$ cat config.mk
export PLATFORM = sky130hd
export DESIGN_NAME = ssd_display_driver
export DESIGN_NICKNAME = d
export VERILOG_FILES = /design/src/rtl/ssd_pkg.sv /design/src/rtl/bin2bcd_seq.sv /design/src/rtl/ssd_display_driver.sv
export SDC_FILE = /design/constraint.sdc
export NUM_CORES = 1
export LEC_CHECK = 0
export CAP_MARGIN = 20
export CORE_ASPECT_RATIO = 0.8
export CORE_MARGIN = 2
export CORE_UTILIZATION = 38
export CTS_BUF_LIST = sky130_fd_sc_hd__clkbuf_8
export DETAILED_ROUTE_END_ITERATION = 8
export PLACE_DENSITY = 0.6
export SLEW_MARGIN = 30
export SYNTH_ARGS = -nofsm -noshare
export SYNTH_HDL_FRONTEND = slang
export SYNTH_SLANG_ARGS = --single-unit
$ cat constraint.sdc
create_clock -name clk -period 3.85 [get_ports clk]
set_input_delay 0.77 -clock clk [delete_from_list [all_inputs] [get_ports clk]]
set_output_delay 0.77 -clock clk [all_outputs]
set_load 0.05 [all_outputs]
$ cat src/rtl/ssd_pkg.sv
// Shared types, segment patterns and helpers for the seven-segment display driver.
package ssd_pkg;

    typedef enum logic [1:0] {
        IDLE   = 2'd0,
        SHIFT  = 2'd1,
        UPDATE = 2'd2
    } convStateT;

    // Active-low patterns ordered {g,f,e,d,c,b,a}
    localparam logic [6:0] SEG_0     = 7'b1000000;
    localparam logic [6:0] SEG_1     = 7'b1111001;
    localparam logic [6:0] SEG_2     = 7'b0100100;
    localparam logic [6:0] SEG_3     = 7'b0110000;
    localparam logic [6:0] SEG_4     = 7'b0011001;
    localparam logic [6:0] SEG_5     = 7'b0010010;
    localparam logic [6:0] SEG_6     = 7'b0000010;
    localparam logic [6:0] SEG_7     = 7'b1111000;
    localparam logic [6:0] SEG_8     = 7'b0000000;
    localparam logic [6:0] SEG_9     = 7'b0010000;
    localparam logic [6:0] SEG_BLANK = 7'b1111111;

    function automatic logic [6:0] segDecode(input logic [3:0] nib);
        case (nib)
            4'd0:    return SEG_0;
            4'd1:    return SEG_1;
            4'd2:    return SEG_2;
            4'd3:    return SEG_3;
            4'd4:    return SEG_4;
            4'd5:    return SEG_5;
            4'd6:    return SEG_6;
            4'd7:    return SEG_7;
            4'd8:    return SEG_8;
            4'd9:    return SEG_9;
            default: return SEG_BLANK;
        endcase
    endfunction

    function automatic longint pow10(input int n);
        longint r;
        r = 1;
        for (int i = 0; i < n; i++) begin
            r = r * 10;
        end
        return r;
    endfunction

endpackage

$ cat src/rtl/bin2bcd_seq.sv
// Free-running sequential double-dabble converter: one capture, WIDTH shifts, one update.
module bin2bcd_seq
    import ssd_pkg::*;
#(
    parameter int WIDTH  = 13,
    parameter int DIGITS = 4
) (
    input  logic                  clk,
    input  logic                  rst,
    input  logic [WIDTH-1:0]      num,
    output logic [4*DIGITS-1:0]   bcd,
    output logic                  busy,
    output convStateT             state
);

    localparam int CW = $clog2(WIDTH + 1);

    convStateT             stateNext;
    logic [WIDTH-1:0]      bin;
    logic [4*DIGITS-1:0]   scratch;
    logic [4*DIGITS-1:0]   scratchAdj;
    logic [CW-1:0]         iterCnt;
    logic                  lastIter;

    assign lastIter = (iterCnt == CW'(WIDTH - 1));
    assign busy     = (state != IDLE);

    always_ff @(posedge clk or negedge rst) begin
        if (!rst) begin
            state <= IDLE;
        end else begin
            state <= stateNext;
        end
    end

    always_comb begin
        stateNext = state;
        unique case (state)
            IDLE:    stateNext = SHIFT;
            SHIFT:   if (lastIter) stateNext = UPDATE;
            UPDATE:  stateNext = IDLE;
            default: stateNext = IDLE;
        endcase
    end

    // Add-3 correction is applied before the shift, on the pre-shift nibbles
    always_comb begin
        scratchAdj = scratch;
        for (int i = 0; i < DIGITS; i++) begin
            if (scratch[4*i +: 4] >= 4'd5) begin
                scratchAdj[4*i +: 4] = scratch[4*i +: 4] + 4'd3;
            end
        end
    end

    always_ff @(posedge clk or negedge rst) begin
        if (!rst) begin
            bin     <= '0;
            scratch <= '0;
            iterCnt <= '0;
            bcd     <= '0;
        end else begin
            case (state)
                IDLE: begin
                    bin     <= num;
                    scratch <= '0;
                    iterCnt <= '0;
                end
                SHIFT: begin
                    {scratch, bin} <= {scratchAdj, bin} << 1;
                    iterCnt        <= iterCnt + 1'b1;
                end
                UPDATE: begin
                    bcd <= scratch;
                end
                default: begin
                end
            endcase
        end
    end

endmodule

$ cat src/rtl/ssd_display_driver.sv
// Converts a binary value to BCD and time-multiplexes it onto a common-anode 7-segment display.
module ssd_display_driver
    import ssd_pkg::*;
#(
    parameter int WIDTH       = 13,
    parameter int DIGITS      = 4,
    parameter int REFRESH_CNT = 100000,
    parameter int BLANK_LZ    = 1
) (
    input  logic                  clk,
    input  logic                  rst,
    input  logic [WIDTH-1:0]      num,
    output logic [DIGITS-1:0]     anode,
    output logic [6:0]            seg,
    output logic [4*DIGITS-1:0]   bcd,
    output logic                  busy
);

    localparam int RW = (REFRESH_CNT > 1) ? $clog2(REFRESH_CNT) : 1;
    localparam int DW = (DIGITS > 1) ? $clog2(DIGITS) : 1;

    if (!(((64'd1 << WIDTH) - 64'd1) < pow10(DIGITS))) begin : gBadParams
        $error("ssd_display_driver: WIDTH does not fit in DIGITS decimal digits");
    end

    convStateT          convState;
    logic [RW-1:0]      rcnt;
    logic [DW-1:0]      didx;
    logic               rcntWrap;
    logic [DIGITS-1:0]  leadZero;
    logic [3:0]         curNib;
    logic [6:0]         segNext;
    logic [DIGITS-1:0]  anodeNext;

    bin2bcd_seq #(
        .WIDTH  (WIDTH),
        .DIGITS (DIGITS)
    ) uConv (
        .clk   (clk),
        .rst   (rst),
        .num   (num),
        .bcd   (bcd),
        .busy  (busy),
        .state (convState)
    );

    assign rcntWrap = (rcnt == RW'(REFRESH_CNT - 1));

    always_ff @(posedge clk or negedge rst) begin
        if (!rst) begin
            rcnt <= '0;
            didx <= '0;
        end else if (rcntWrap) begin
            rcnt <= '0;
            didx <= (didx == DW'(DIGITS - 1)) ? '0 : didx + 1'b1;
        end else begin
            rcnt <= rcnt + 1'b1;
        end
    end

    // A digit is blank when it and every more significant nibble are zero; digit 0 always shows
    always_comb begin
        logic allZero;
        allZero  = 1'b1;
        leadZero = '0;
        for (int i = DIGITS - 1; i > 0; i--) begin
            allZero     = allZero && (bcd[4*i +: 4] == 4'd0);
            leadZero[i] = allZero;
        end
    end

    always_comb begin
        curNib    = bcd[4*didx +: 4];
        anodeNext = ~(DIGITS'(1) << didx);
        if ((BLANK_LZ != 0) && leadZero[didx]) begin
            segNext = SEG_BLANK;
        end else begin
            segNext = segDecode(curNib);
        end
    end

    always_ff @(posedge clk or negedge rst) begin
        if (!rst) begin
            anode <= '1;
            seg   <= SEG_BLANK;
        end else begin
            anode <= anodeNext;
            seg   <= segNext;
        end
    end

    // busy must track the converter state exactly
    assert property (@(posedge clk) disable iff (!rst) busy == (convState != IDLE));

endmodule

==> results of run 1 <==
-- layer usage --
layer	global-route usage (%)	vias up
li1	-	1368
met1	19.1	1253
met2	20.7	48
met3	4.31	9
met4	4.76	0
met5	0	-
-- worst max path at each step --
stage	startpoint	end	slack (ns)	depth (start not counted)
finish	uConv.state[0]	busy	1.36	2
floorplan	uConv.state[1]	busy	1.95	3
global route	uConv.state[0]	busy	1.28	2
global placement	uConv.state[0]	busy	1.74	2
detailed placement	uConv.state[0]	busy	1.74	2
CTS	uConv.state[0]	busy	1.33	2
-- flip-flops by register name (all words and copies together) (netlist names) --
signal / count
seg: 7
didx: 2
uConv.state: 2
uConv.scratch: 16
uConv.bcd: 16
uConv.iterCnt: 4
anode: 4
rcnt: 17
uConv.bin: 13
-- through the flow --
stage | setup WS (ns) | cells
floorplan | 1.95 | 375
global placement | 1.74 | 541
detailed placement | 1.74 | 541
CTS | 1.33 | 557
global route | 1.28 | 557
finish | 1.36 | 557
-- power by group through the flow --
| stage | clock, mW | sequential (mW) | combinational, mW |
|---|---|---|---|
| global route | 0.686 | 1.06 | 0.810 |
| global placement | 0 | 1.06 | 0.761 |
| CTS | 0.665 | 1.05 | 0.768 |
| detailed placement | 0 | 1.06 | 0.766 |
| floorplan | 0 | 1.36 | 0.215 |
| finish | 0.635 | 1.04 | 0.763 |
-- cell type report --
| class | instances | share of cell area, % |
|---|---|---|
| flip-flops and latches | 81 | 43.4 |
| multi-input cells | 255 | 37.6 |
| repair buffers | 44 | 9.28 |
| well taps | 140 | 3.72 |
| clock buffers | 12 | 3.51 |
| inverters | 21 | 1.67 |
| clock inverters | 4 | 0.904 |
-- cells by family (layout without fill, tap and decap cells) --
kind of cell / after synthesis / in the layout / share of synthesized area (%)
flops: 81 / 81 / 51.3
simple gates: 112 / 112 / 14.0
mux: 31 / 31 / 9.50
buf+inv: 39 / 81 / 4.25
compound gates: 72 / 72 / 10.3
fa+ha+maj: 20 / 20 / 6.29
xor+xnor: 20 / 20 / 4.40
-- layout by cell type (no fill, tap or decap), drive strengths merged, types with 5 or more instances in the layout --
master | synthesis | final
dfrtp | 70 | 70
nand2 | 53 | 53
o21ai | 46 | 46
clkdlybuf4s50 | 0 | 41
inv | 21 | 23
ha | 20 | 20
nor2 | 17 | 17
mux2 | 14 | 14
mux2i | 13 | 13
clkbuf | 12 | 12
a21oi | 11 | 11
dfstp | 11 | 11
xnor2 | 10 | 10
xor2 | 10 | 10
nand4 | 8 | 8
nand3 | 7 | 7
nand2b | 7 | 7
o31ai | 5 | 5
a22o | 5 | 5
-- worst max-delay path, cell delays in order (launching register included) --
cell	delay, ns
dfrtp_1	0.38
or2_2	0.29
clkdlybuf4s50_1	0.70
==> impl_metrics.py, run 1 <==
metrics = {
    "run_status": {
        "status": "finished, final reports clean",
    },
    "clock_tree": {
        "cts_setup_buffers": 0,
        "cts_root_buf": "clkbuf_8",
        "cts_tree": "done",
        "clk_path_buf_depth": 2,
        "htreeDepth": 3,
        "clock-sinks": 81,
        "cts_resized": 0,
        "hold_buffers": 0,
        "cts_buffers": 9,
        "clkLatencyLatePin_ns": 0.35,
        "clk_pin_slew_ns": 0.08,
    },
    "sta": {
        "fin_crit_sh_pct": 64.6,
        "timing.final.crit_period_ns": 2.49,
        "rsz0062_at_grt": "false",
        "fmaxAchievable_mhz": 402,
        "slew_violations": 0,
        "timing.hold.ws_ns": 0.432,
        "slew-limit-headroom_pct": 45.5,
        "hold_viol": 0,
        "finalSetupViolations": 0,
        "worst_pin_slew_ns": 0.817,
        "tns_ns": 0,
        "skew_ns": 0.00628,
    },
    "synth": {
        "ys_types": 42,
        "syn_nets": 410,
        "synth_area_leaders": "dfrtp_1, dfstp_2, ha_1",
        "synth_top_flop_cell": "dfrtp_1",
        "synthTopCellsByCount": "dfrtp_1, nand2_1, o21ai_0, inv_1, ha_1",
        "syn_avg_cell_area_um2": 10.6,
        "ys_warn_count": 0,
        "synthCells": 375,
        "async_flop_share_pct": 100,
        "synth_area_um2": 3980,
        "ys_seq_area_share_pct": 51.3,
        "yosysMostFrequentCell": "dfrtp_1",
        "synth-edff-count": 0,
        "synth_top_area_share_pct": 44.0,
        "yosys.area.top_type": "dfrtp_1",
        "ys_ff_latch": 81,
    },
    "power": {
        "internal_power_mw": 1.59,
        "power.density_nw_per_um2": 519,
        "seqPwrFrac_pct": 42.7,
        "clock_power_share_pct": 26.0,
        "swShare_pct": 34.9,
        "switchingPower_uw": 854,
        "combPwrFrac_pct": 31.3,
        "power_mw": 2.44,
        "p_leak_nw": 2.12,
        "irDropWorstVdd_uv": 226,
    },
    "detailed_routing": {
        "drtIter0Drc": 141,
        "antenna_left": 0,
        "dr_wl_met3_um": 317,
        "route.met2.wl_um": 3070,
        "viasPerCell": 4.81,
        "drt-met1-wl_um": 3740,
        "vias": 2678,
        "drt_first_pass_iters": 6,
        "wire_per_inst_um": 12.9,
        "drc": 0,
        "routed_wirelength_um": 7210,
        "highest_layer": "met4",
    },
    "placed_design": {
        "place.gp.congestion": 0.803,
        "dp.final_hpwl_um": 4960,
        "io_buffers": 42,
        "dpl_cell_area_um2": 4500,
    },
    "final_layout": {
        "fin_nets": 447,
        "fillers": 997,
        "layout-drive-gt1-share_pct": 12.2,
        "syn_to_final_growth_pct": 18.3,
        "post-route-util_pct": 46.0,
        "multiInputGateArea_um2": 1770,
        "diodes": 0,
        "stdcell_area_um2": 4710,
        "seq_area_um2": 2040,
    },
    "critical_path": {
        "critPathMaxFanout": 2,
        "rr_startpoint": "didx[0]",
        "cp-start-kind": "flip-flop",
        "worstPathArrival_ns": 1.72,
        "path_class": "reg -> out",
        "rrSetupSlack_ns": 1.88,
        "worstPathRequired_ns": 3.08,
        "cp-end-kind": "output port",
        "r2r_end": "seg[0]",
        "r2r_cells": 6,
    },
    "die": {
        "die_w_um": 118,
        "pin_count": 43,
        "die_h_um": 95.5,
        "rows": 33,
        "die_area_um2": 11300,
        "core_area_um2": 10200,
        "initial_core_util_pct": 38.8,
    },
    "global_route": {
        "grt_pass1_wl_um": 12500,
        "grt_pass1_vias": 2575,
        "grt.total_usage_pct": 13.8,
        "grt_remaining_overflow": 0,
        "antenna_found_initial": 0,
        "grt_max_degree": 82,
    },
    "flow_run": {
        "drv_cap": 0,
    },
    "worst_hold_path": {
        "worstHoldPathType": "in -> async",
    },
}
Note: power is estimated with default switching activity, not from simulation.
==> inputs of run 2 (changes only) <==
--- a/config.mk
+++ b/config.mk
@@ -11,7 +11,7 @@
 export CORE_UTILIZATION = 38
 export CTS_BUF_LIST = sky130_fd_sc_hd__clkbuf_8
 export DETAILED_ROUTE_END_ITERATION = 8
-export PLACE_DENSITY = 0.6
+export PLACE_DENSITY = 0.63
 export SLEW_MARGIN = 30
 export SYNTH_ARGS = -nofsm -noshare
 export SYNTH_HDL_FRONTEND = slang
==> constraint.sdc (replaced) <==
create_clock -name clk -period 2.05 [get_ports clk]
set_input_delay 0.41 -clock clk [delete_from_list [all_inputs] [get_ports clk]]
set_output_delay 0.41 -clock clk [all_outputs]
set_load 0.05 [all_outputs]
==> run 2 against run 1 <==
Worst setup slack got worse by 1.3 ns. Wire length is 3.8% higher. Critical path depth fell by 1. Critical endpoint is now bcd[12].
==> impl_metrics.py, run 2 (synthesis results as in run 1) <==
metrics = {
    "critical_path": {
        "worstPathRequired_ns": 1.64,
        "worstPathArrival_ns": 1.58,
        "rrSetupSlack_ns": 0.22,
        "crit_chain": "clkdlybuf4s50_1",
        "crit_family": "buffers and inverters",
        "path_buf_inv": 1,
        "r2r_end": "seg[3]",
        "cp-end-kind": "output port",
        "rr_startpoint": "didx[0]",
        "crit_slowest_cell": "clkdlybuf4s50_1",
        "path_class": "reg -> out",
        "critPathMaxFanout": 4,
        "slowest_delay_ns": 0.82,
        "cp-start-kind": "flip-flop",
        "r2r_cells": 6,
    },
    "detailed_routing": {
        "drt_first_pass_iters": 4,
        "vias": 2728,
        "drc": 0,
        "wire_per_inst_um": 13.2,
        "antenna_left": 0,
        "routed_wirelength_um": 7490,
        "drtIter0Drc": 118,
        "viasPerCell": 4.82,
    },
    "clock_tree": {
        "cts_buffers": 9,
        "clock-sinks": 81,
        "clkLatencyLatePin_ns": 0.35,
        "htreeDepth": 3,
        "clk_pin_slew_ns": 0.08,
        "cts_tree": "done",
        "cts_root_buf": "clkbuf_8",
        "clk_path_buf_depth": 2,
    },
    "die": {
        "pin_count": 43,
        "rows": 33,
        "initial_core_util_pct": 38.8,
        "die_area_um2": 11300,
        "die_w_um": 118,
        "core_area_um2": 10200,
        "die_h_um": 95.5,
    },
    "placed_design": {
        "dp.final_hpwl_um": 5230,
        "pre_cts_ws_ns": 0.234,
        "io_buffers": 42,
        "place.gp.congestion": 0.789,
    },
    "final_layout": {
        "largest_reg_flops": 17,
        "syn_to_final_growth_pct": 20.0,
        "final_cell_mix": "dfrtp_1, nand2_1, o21ai_0, inv_1, buf_4",
        "reg_top3": "rcnt: 17 flops, uConv.bcd: 16 flops, uConv.scratch: 16 flops",
        "fin_nets": 456,
        "top_register": "rcnt",
        "diodes": 0,
        "final_common_cell": "dfrtp_1",
        "layout-drive-gt1-share_pct": 16.7,
    },
    "global_route": {
        "use_met3_pct": 4.01,
        "grt_pass1_vias": 2635,
        "grt_use_met1_pct": 19.9,
        "grt_remaining_overflow": 0,
        "grt-busiest-layer": "met2",
        "grt_max_degree": 37,
        "antenna_found_initial": 0,
        "grt_pass1_wl_um": 12900,
        "grt.total_usage_pct": 14.3,
        "met2_usage_pct": 21.8,
    },
    "power": {
        "p_leak_nw": 2.31,
        "power.density_nw_per_um2": 933,
        "irDropWorstVdd_uv": 397,
    },
    "flow_run": {
        "drv_cap": 0,
    },
    "sta": {
        "rsz0062_at_grt": "false",
        "slew-limit-headroom_pct": 62.3,
        "tns_ns": 0,
        "fmaxAchievable_mhz": 503,
        "slew_violations": 0,
        "hold_viol": 0,
        "finalSetupViolations": 0,
        "timing.final.crit_period_ns": 1.99,
        "fin_ws_ns": 0.0616,
        "worst_pin_slew_ns": 0.565,
        "fin_crit_sh_pct": 97.0,
        "skew_ns": 0.00794,
    },
    "worst_hold_path": {
        "holdCritStartpoint": "uConv.bin[0]",
        "min_to": "uConv.bin[0]",
        "whs_path_depth": 2,
        "worstHoldPathType": "reg -> reg",
    },
    "run_status": {
        "status": "finished, final reports clean",
    },
}
==> run 2: cell count changes in the layout (fill, tap and decap cells not counted), sizes merged <==
| cell | before | now |
|---|---|---|
| bufinv | 1 | 0 |
| buf | 3 | 23 |
| dlymetal6s2s | 0 | 11 |
| dlygate4sd2 | 0 | 1 |
| clkinvlp | 0 | 1 |
| dlygate4sd3 | 0 | 1 |
| clkdlybuf4s50 | 41 | 17 |
==> run 2: worst max path at each step <==
stage	startpoint	end	slack, ns	cells past startpoint
after floorplan	uConv.bcd[13]	seg[3]	0.25	6
after global placement	didx[0]	seg[3]	0.27	6
after detailed placement	didx[0]	seg[0]	0.23	6
after CTS	uConv.bcd[10]	bcd[10]	0.005	1
after global routing	uConv.bcd[12]	bcd[12]	0.005	1
final	uConv.bcd[12]	bcd[12]	0.06	1
==> run 2: metal layers <==
layer | vias up | part of all wire [%]
met2 | 34 | 44
met1 | 1296 | 52
met4 | 0 | 1.3
met5 | - | 0
met3 | 9 | 3.2
li1 | 1389 | -
==> run 2: area by class of cell <==
class	instances	area, um^2
timing repair buffer	53	524
tap	140	175
inverter	21	78.8
fill	997	5470
sequential	81	2040
clock inverter	4	20.0
clock buffer	12	165
multi-input combinational	255	1770
==> run 2: per-stage QoR <==
step | util (%) | power [mW] | hold WS [ns] | area (um^2) | cells
2_1_floorplan | - | 2.96 | 0.114 | 3980 | 375
3_3_place_gp | 44.4 | 3.43 | 0.395 | 4550 | 549
3_5_place_dp | 44.4 | 3.43 | 0.393 | 4550 | 549
4_1_cts | 46.3 | 4.52 | 0.486 | 4740 | 566
5_1_grt | 46.6 | 4.69 | 0.508 | 4770 | 566
6_report | 46.6 | 4.45 | 0.484 | 4770 | 566
==> run 2: where the power goes <==
group	switching, mW	internal [mW]
clock	0.553	0.529
combinational	0.926	0.476
sequential	0.145	1.82
==> run 2: what timing repair did <==
| action | CTS | global route |
|---|---|---|
| gates resized for setup | 1 | 11 |
| buffers inserted | 0 | 0 |
| hold buffers | 1 | 0 |
| hold endpoints to repair | 2 | 0 |
| endpoints found under the setup margin | 1 | 11 |
==> inputs of run 3 (changes only) <==
--- a/config.mk
+++ b/config.mk
@@ -5,13 +5,13 @@
 export SDC_FILE = /design/constraint.sdc
 export NUM_CORES = 1
 export LEC_CHECK = 0
-export CAP_MARGIN = 20
+export CAP_MARGIN = 30
 export CORE_ASPECT_RATIO = 0.8
 export CORE_MARGIN = 2
 export CORE_UTILIZATION = 38
 export CTS_BUF_LIST = sky130_fd_sc_hd__clkbuf_8
 export DETAILED_ROUTE_END_ITERATION = 8
-export PLACE_DENSITY = 0.63
+export PLACE_DENSITY = 0.65
 export SLEW_MARGIN = 30
 export SYNTH_ARGS = -nofsm -noshare
 export SYNTH_HDL_FRONTEND = slang
==> run 3 against run 2 <==
Clock-buffer cell count shrank 2. Clock power rose by 19%. Wire length up 2.3%. Cell count decreased by 0.18%. First-iteration DRC count grew 59%. Combinational power about the same. Fmax shrank 1.0%. Die area unchanged. Via count increased by 1.1%. Final area up 0.66%. Worst setup slack worse by 0.021 ns. Critical path depth stayed put. Largest cell class unchanged. Highest routed layer unchanged.
==> impl_metrics.py, run 3 (synthesis results as in run 1) <==
metrics = {
    "sta": {
        "worst_pin_slew_ns": 0.530,
        "timing.hold.ws_ns": 0.487,
        "hold_viol": 0,
        "slew-limit-headroom_pct": 64.6,
        "fin_crit_sh_pct": 98.0,
        "slew_violations": 0,
        "fmaxAchievable_mhz": 498,
        "timing.final.crit_period_ns": 2.01,
        "skew_ns": 0.00700,
        "tns_ns": 0,
        "finalSetupViolations": 0,
        "rsz0062_at_grt": "false",
    },
    "global_route": {
        "grt_pass1_wl_um": 13400,
        "grt.total_usage_pct": 14.8,
        "grt_pass1_vias": 2725,
        "grt_remaining_overflow": 0,
        "antenna_found_initial": 0,
        "grt_max_degree": 38,
    },
    "placed_design": {
        "place.gp.congestion": 0.820,
        "io_buffers": 42,
        "dpl_cell_area_um2": 4540,
        "dp.final_hpwl_um": 5410,
    },
    "critical_path": {
        "cp-end-kind": "output port",
        "critPathMaxFanout": 4,
        "r2r_cells": 6,
        "worstPathRequired_ns": 1.64,
        "path_buf_inv": 1,
        "cp-start-kind": "flip-flop",
        "crit_slowest_cell": "clkdlybuf4s50_1",
        "slowest_delay_ns": 0.83,
        "crit_family": "buffers and inverters",
        "path_class": "reg -> out",
        "crit_chain": "clkdlybuf4s50_1",
        "worstPathArrival_ns": 1.60,
        "cp.depth": 1,
    },
    "final_layout": {
        "diodes": 0,
        "multiInputGateArea_um2": 1770,
        "stdcell_area_um2": 4800,
        "syn_to_final_growth_pct": 20.8,
        "final_common_cell": "dfrtp_1",
        "fillers": 1008,
        "final_cell_mix": "dfrtp_1, nand2_1, o21ai_0, inv_1",
        "post-route-util_pct": 46.9,
        "layout-drive-gt1-share_pct": 16.7,
        "seq_area_um2": 2040,
        "reg_top3": "rcnt: 17 flops, uConv.bcd: 16 flops, uConv.scratch: 16 flops",
        "top_register": "rcnt",
        "fin_nets": 455,
        "largest_reg_flops": 17,
    },
    "detailed_routing": {
        "drt_first_pass_iters": 4,
        "vias": 2759,
        "viasPerCell": 4.88,
        "drtIter0Drc": 188,
        "antenna_left": 0,
        "routed_wirelength_um": 7660,
        "wire_per_inst_um": 13.6,
        "drc": 0,
    },
    "clock_tree": {
        "clock-sinks": 81,
        "clk_pin_slew_ns": 0.08,
        "clkLatencyLatePin_ns": 0.36,
        "cts_buffers": 9,
        "cts_tree": "done",
        "clk_path_buf_depth": 2,
        "htreeDepth": 3,
        "cts_root_buf": "clkbuf_8",
    },
    "die": {
        "rows": 33,
        "die_h_um": 95.5,
        "pin_count": 43,
        "die_w_um": 118,
        "die_area_um2": 11300,
        "core_area_um2": 10200,
        "initial_core_util_pct": 38.8,
    },
    "power": {
        "power.density_nw_per_um2": 972,
        "internal_power_mw": 3.02,
        "switchingPower_mw": 1.65,
        "combPwrFrac_pct": 30.4,
        "irDropWorstVdd_uv": 355,
        "swShare_pct": 35.3,
        "seqPwrFrac_pct": 42.2,
        "p_leak_nw": 2.34,
        "clock_power_share_pct": 27.4,
    },
    "run_status": {
        "status": "finished, final reports clean",
    },
    "worst_hold_path": {
        "worstHoldPathType": "reg -> reg",
        "whs_path_depth": 2,
    },
    "flow_run": {
        "drv_cap": 0,
    },
}
## run 3: final timing paths
check                      slack (ns)    startpoint           end
setup / recovery                 0.04  uConv.bcd[8]        bcd[8]
hold / removal                   0.49  uConv.bin[2]  uConv.bin[2]
setup reg to reg                 0.21       didx[0]        seg[3]
hold reg to reg                  0.49  uConv.bin[2]  uConv.bin[2]
max in group asynchronous        0.91           rst        seg[1]
min in group asynchronous        0.53           rst  uConv.bin[0]
## run 3: through the flow
step	worst slack [ns]	total power, mW	cells
2_1_floorplan	0.250	2.96	375
3_3_place_gp	0.275	3.41	548
3_5_place_dp	0.225	3.43	548
4_1_cts	0.00436	4.74	565
5_1_grt	0.00104	4.91	565
6_report	0.0410	4.67	565
## run 3: what timing repair did
action,CTS,global route
gates resized for setup,0,12
hold endpoints to repair,27,0
setup buffers,0,0
hold buffers,1,0
endpoints found under the setup margin,0,12
## run 3: area by class of cell
type | instances | area share, %
well taps | 140 | 3.65
clock buffers | 10 | 2.87
inverters | 21 | 1.64
multi-input cells | 255 | 36.8
clock inverters | 6 | 1.72
repair buffers | 52 | 10.8
flip-flops and latches | 81 | 42.5
## run 3: power by group through the flow
| stage | clock, mW | combinational, mW | sequential, mW |
|---|---|---|---|
| finish | 1.28 | 1.42 | 1.97 |
| detailed placement | 0 | 1.43 | 2.01 |
| CTS | 1.33 | 1.43 | 1.97 |
| floorplan | 0 | 0.404 | 2.56 |
| global placement | 0 | 1.41 | 2.00 |
| global route | 1.40 | 1.51 | 1.99 |
## run 3: metal layers
metal,share of wire [%],up-vias,global-route usage (%)
li1,-,1381,-
met3,3.4,8,4.19
met5,0,-,0
met2,45,39,22.7
met4,1.2,0,4.46
met1,51,1331,20.5
